## src/rtl/btb_write_ctrl.sv

```systemverilog
// rtl/btb_write_ctrl.sv - BTB write-port controller: invalidation sweep, update forwarding, one-deep hold buffer
// Sole driver of the BTB write port; sweeps all entries invalid after reset or flush.
module btb_write_ctrl #(
  parameter int                NUM_ENTRIES = 256,
  parameter int                IDX_W       = 8,
  parameter int                TGT_W       = 32,
  parameter logic [TGT_W-1:0] INIT_TARGET = '0
) (
  input  logic                   clk,
  input  logic                   rst_i,
  input  logic                   flush_req,
  input  logic                   upd_valid,
  input  logic [31:0]            upd_pc,
  input  logic [TGT_W-1:0]       upd_target,
  output logic                   upd_ready,
  output logic                   btb_we,
  output logic [IDX_W-1:0]       btb_waddr,
  output logic [IDX_W+TGT_W-1:0] btb_wdata,
  output logic                   busy,
  output logic                   sweep_done
);

  typedef enum logic [1:0] {SWEEP, DRAIN, RUN} state_t;

  localparam logic [IDX_W-1:0] LAST_IDX = IDX_W'(NUM_ENTRIES - 1);

  state_t                 state, state_n;
  logic [IDX_W-1:0]       ptr, ptr_n;
  logic                   buf_valid, buf_valid_n;
  logic [IDX_W-1:0]       buf_idx, buf_idx_n;
  logic [TGT_W-1:0]       buf_tgt, buf_tgt_n;
  logic                   we_n, done_n, accept;
  logic [IDX_W-1:0]       waddr_n, upd_idx;
  logic [IDX_W+TGT_W-1:0] wdata_n;

  assign upd_idx   = upd_pc[IDX_W+1:2];
  assign upd_ready = (state == RUN && !flush_req) || !buf_valid;
  assign accept    = upd_valid && upd_ready;
  assign busy      = (state != RUN);

  always_comb begin
    state_n     = state;
    ptr_n       = ptr;
    buf_valid_n = buf_valid;
    buf_idx_n   = buf_idx;
    buf_tgt_n   = buf_tgt;
    we_n        = 1'b0;
    waddr_n     = btb_waddr;
    wdata_n     = btb_wdata;
    done_n      = 1'b0;

    // Anything accepted while a sweep is running or about to start is parked until the sweep ends.
    if (accept && (state != RUN || flush_req)) begin
      buf_valid_n = 1'b1;
      buf_idx_n   = upd_idx;
      buf_tgt_n   = upd_target;
    end

    case (state)
      SWEEP: begin
        we_n    = 1'b1;
        waddr_n = ptr;
        wdata_n = {~ptr, INIT_TARGET};
        if (flush_req) begin
          ptr_n = '0;
        end else begin
          ptr_n = ptr + 1'b1;
          if (ptr == LAST_IDX) begin
            done_n  = 1'b1;
            state_n = buf_valid_n ? DRAIN : RUN;
          end
        end
      end
      DRAIN: begin
        buf_valid_n = 1'b0;
        if (flush_req) begin
          state_n = SWEEP;
          ptr_n   = '0;
        end else begin
          we_n    = 1'b1;
          waddr_n = buf_idx;
          wdata_n = {buf_idx, buf_tgt};
          state_n = RUN;
        end
      end
      RUN: begin
        if (flush_req) begin
          state_n = SWEEP;
          ptr_n   = '0;
        end else if (upd_valid) begin
          we_n    = 1'b1;
          waddr_n = upd_idx;
          wdata_n = {upd_idx, upd_target};
        end
      end
      default: begin
        state_n = SWEEP;
        ptr_n   = '0;
      end
    endcase
  end

  always_ff @(posedge clk or posedge rst_i) begin
    if (rst_i) begin
      state      <= SWEEP;
      ptr        <= '0;
      buf_valid  <= 1'b0;
      buf_idx    <= '0;
      buf_tgt    <= '0;
      btb_we     <= 1'b0;
      btb_waddr  <= '0;
      btb_wdata  <= '0;
      sweep_done <= 1'b0;
    end else begin
      state      <= state_n;
      ptr        <= ptr_n;
      buf_valid  <= buf_valid_n;
      buf_idx    <= buf_idx_n;
      buf_tgt    <= buf_tgt_n;
      btb_we     <= we_n;
      btb_waddr  <= waddr_n;
      btb_wdata  <= wdata_n;
      sweep_done <= done_n;
    end
  end

endmodule

```

## config.mk

```make
export PLATFORM = sky130hd
export DESIGN_NAME = btb_write_ctrl
export DESIGN_NICKNAME = d
export VERILOG_FILES = /design/src/rtl/btb_write_ctrl.sv
export SDC_FILE = /design/constraint.sdc
export NUM_CORES = 1
export LEC_CHECK = 0
export CORE_MARGIN = 2
export CORE_UTILIZATION = 50
export CTS_CLUSTER_SIZE = 10
export DETAILED_ROUTE_END_ITERATION = 8
export HOLD_SLACK_MARGIN = 0.08
export PLACE_DENSITY = 0.79
export SYNTH_ARGS = -nofsm -noshare
export SYNTH_HDL_FRONTEND = slang
export SYNTH_SLANG_ARGS = --single-unit
```

## constraint.sdc

```tcl
create_clock -name clk -period 4.1 [get_ports clk]
set_input_delay 0.82 -clock clk [delete_from_list [all_inputs] [get_ports clk]]
set_output_delay 0.82 -clock clk [all_outputs]
set_load 0.01 [all_outputs]
```

==> results.toml <==
[grt]
antenna_found_initial = 0
grt_first_pass_wirelength_microns = 16500
grt_max_degree = 60
grt_use_total_pct = 20.2
grt-ovfl-total = 0
grt_pass1_vias = 3332

[floorplan]
core_area_sq_um = 9680
chipHeight_microns = 103
start_util_pct = 50.9
die_w_microns = 103
die-area_sq_um = 10700
ios = 120
rows = 36

[critical_path]
r2r_slack_ns = 1.78
cp_slowest_stage_delay_ns = 0.64
crit_path_cell_trace = "clkdlybuf4s50_1 -> nand2b_1 -> nand2_1 -> clkdlybuf4s50_1"
r2r_cells = 5
critPathArrivalTime_ns = 2.40
crit_path_end_kind = "output pin"
r2r_start = "state[0]$_DFFE_PP0P_"
path_max_fanout = 12
crit_type = "in2out"
cpMaxStageDelayCell = "clkdlybuf4s50_1"
critPathTopFamily = "buffers and inverters"
cp.required_ns = 3.28
cpMostUsedCell = "clkdlybuf4s50_1"
regToRegEndpoint = "ptr[4]$_DFFE_PP0P_"
path_buf_inv = 2
startpoint_type = "input pin"

[route]
drt-wirelength-per-cell_microns = 17.1
drtAntennaViolNets = 0
viasPerCell = 5.45
drt-initial-drc-count = 173
drc_errors = 0
drt_pass1_iterations = 4
dr_total_vias = 3314
wl_microns = 10400

[min_path]
holdPathEnd = "buf_idx[2]$_DFFE_PP0P_"
hold_start = "buf_idx[2]$_DFFE_PP0P_"
hold_depth = 1
hold_class = "reg2reg"

[sta]
fin_setup_tns_ns = 0
tightest_slew_ns = 0.755
rsz0062_at_grt = "no"
hold_viol = 0
setup_viol = 0
finalMaxSlewViolations = 0
min_period_ns = 3.22
timing.fmax_ghz = 0.311
fin_skew_ns = 0.0120
slew_headroom_pct = 49.6
fin_crit_sh_pct = 78.5

[logic_synthesis]
ys_ff_latch = 101
synth_compound_area_share_pct = 9.19
synth.distinct_cells = 38
synth_warnings = 0
netlist_instances = 385
synth_ff_type = "dfrtp_1"
synth_top_family_by_area = "multiplexers"
synth_fa_ha_area_share_pct = 1.52
synth-async-reset-ratio_pct = 100
syn_nets = 459
syn_area_per_cell_sq_um = 12.8
syn-cell-area_sq_um = 4930
synth-edff-count = 0
synthXorXnorAreaFrac_pct = 0
ys_seq_area_share_pct = 51.3
muxShareOfSynthArea_pct = 24.1
yosys.area_share.simple_pct = 9.44

[clocking]
cts_buffer_depth = 2
postCtsSetupBuffers = 0
postCtsHoldBufs = 0
numCtsBuffers = 9
htreeDepth = 3
cts.sinks = 101
clk_latency_ns = 0.36
cts_resized = 0
cts_tree = "built"
cts_root_buffer = "clkbuf_8"
clk_pin_slew_ns = 0.09

[cells_and_area]
final_util_pct = 63.0
fin_nets = 545
drive_gt1_share_pct = 25.5
synthToLayoutAreaGrowth_pct = 23.7
diodes = 0
final_cells = 608

[place]
finalWeightedCongestion = 0.750
dp_hpwl_microns = 6840
placed_cells = 593
portBuffers = 95

[run_status]
outcome = "completed"

[power]
power.leakage_nw = 2.45
p_per_area_nw_per_um2 = 293
max-vdd-ir-drop_v = 0.000155
finalPower_mw = 1.79

[run]
cap_violations = 0
-- state kept, by name (all words and copies together), names as in the netlist --
signal / count
btb_waddr: 8
buf_valid: 1
sweep_done: 1
buf_tgt: 32
btb_wdata: 40
btb_we: 1
buf_idx: 8
state: 2
ptr: 8
-- Yosys cell counts, types with 2 or more instances --
library cell / count / share of area, %
a21oi_1: 13 / 1.3
a22oi_1: 40 / 6.1
buf_12: 2 / 0.81
buf_2: 4 / 0.41
buf_4: 2 / 0.30
buf_6: 6 / 1.4
clkbuf_1: 14 / 1.1
dfrtp_1: 101 / 51
ha_1: 6 / 1.5
inv_1: 6 / 0.46
mux2_1: 2 / 0.46
mux2_2: 66 / 15
mux2_4: 20 / 6.1
mux2i_1: 12 / 2.4
nand2_1: 10 / 0.76
nand2b_1: 5 / 0.63
nand3_1: 2 / 0.20
nand4b_1: 2 / 0.36
nor2_1: 13 / 0.99
nor2b_1: 35 / 4.4
nor4_1: 4 / 0.51
o21ai_0: 3 / 0.30
o21ba_2: 2 / 0.41
-- worst max path at each step --
stage | depth (start not counted) | to | startpoint | slack, ns
floorplan | 1 | btb_waddr[0]$_DFFE_PP0P_ | rst_i | 0.63
global placement | 4 | upd_ready | flush_req | 0.91
detailed placement | 4 | upd_ready | flush_req | 0.87
CTS | 4 | upd_ready | flush_req | 0.87
global route | 4 | upd_ready | flush_req | 0.80
finish | 4 | upd_ready | flush_req | 0.88
-- cell usage in the layout, fill, tap and decap left out, drive strengths merged --
cell,count
nor2,13
ha,6
or2,1
a311oi,1
nor2b,36
a21boi,1
nand4,1
buf,9
inv,6
dfrtp,101
o21ai,3
a221o,1
a21oi,13
clkbuf,11
o31ai,1
nor3b,2
nand4b,2
clkinv,2
o22ai,1
nand3b,1
a211oi,1
mux2i,12
clkinvlp,2
nor4,4
nor4b,1
clkdlybuf4s50,95
or4,1
nand3,2
o21ba,2
mux2,88
nand2b,5
nand2,10
a22oi,40
-- cell families after synthesis --
kind of cell / Yosys count
buffers and inverters: 35
adders and majority gates: 6
DFF: 101
AOI/OAI and AO/OA: 64
muxes: 100
and+or+nand+nor: 79
-- area by class of cell --
class                           count  area (sq um)
Clock buffer                       11           141
Fill cell                         747          3590
Timing Repair Buffer              104          1020
Inverter                            6          25.0
Multi-Input combinational cell    249          2190
Tap cell                          133           166
Clock inverter                      4          25.0
Sequential cell                   101          2530
-- worst reg2reg max path, cell delays in order, from the launching register on --
cell and delay, ns:
dfrtp_1 0.45, inv_1 0.12, ha_2 0.84, nor2b_1 0.44, nand4b_1 0.19, mux2i_1 0.20
-- routing by layer --
layer / vias to the layer above / GRT usage (%) / share of wire (%)
met3: 8 / 4.57 / 5.8
li1: 1543 / - / -
met5: - / 0 / 0
met1: 1681 / 27.3 / 45
met2: 82 / 32.6 / 49
met4: 0 / 6.07 / 0.90
-- stage by stage --
step	hold slack [ns]	area [sq um]	worst slack [ns]
global placement	0.468	5930	0.910
CTS	0.503	6100	0.874
finish	0.497	6100	0.881
global route	0.513	6100	0.795
floorplan	0.459	4930	0.633
detailed placement	0.481	5930	0.867
-- report_power, final --
group / total (mW) / internal (mW) / switching, mW / leakage (nW)
sequential: 1.08 / 1.05 / 0.0299 / 1.29
combinational: 0.148 / 0.0906 / 0.0577 / 1.07
clock: 0.561 / 0.233 / 0.329 / 0.0812
Note: power is estimated with default switching activity, not from simulation.
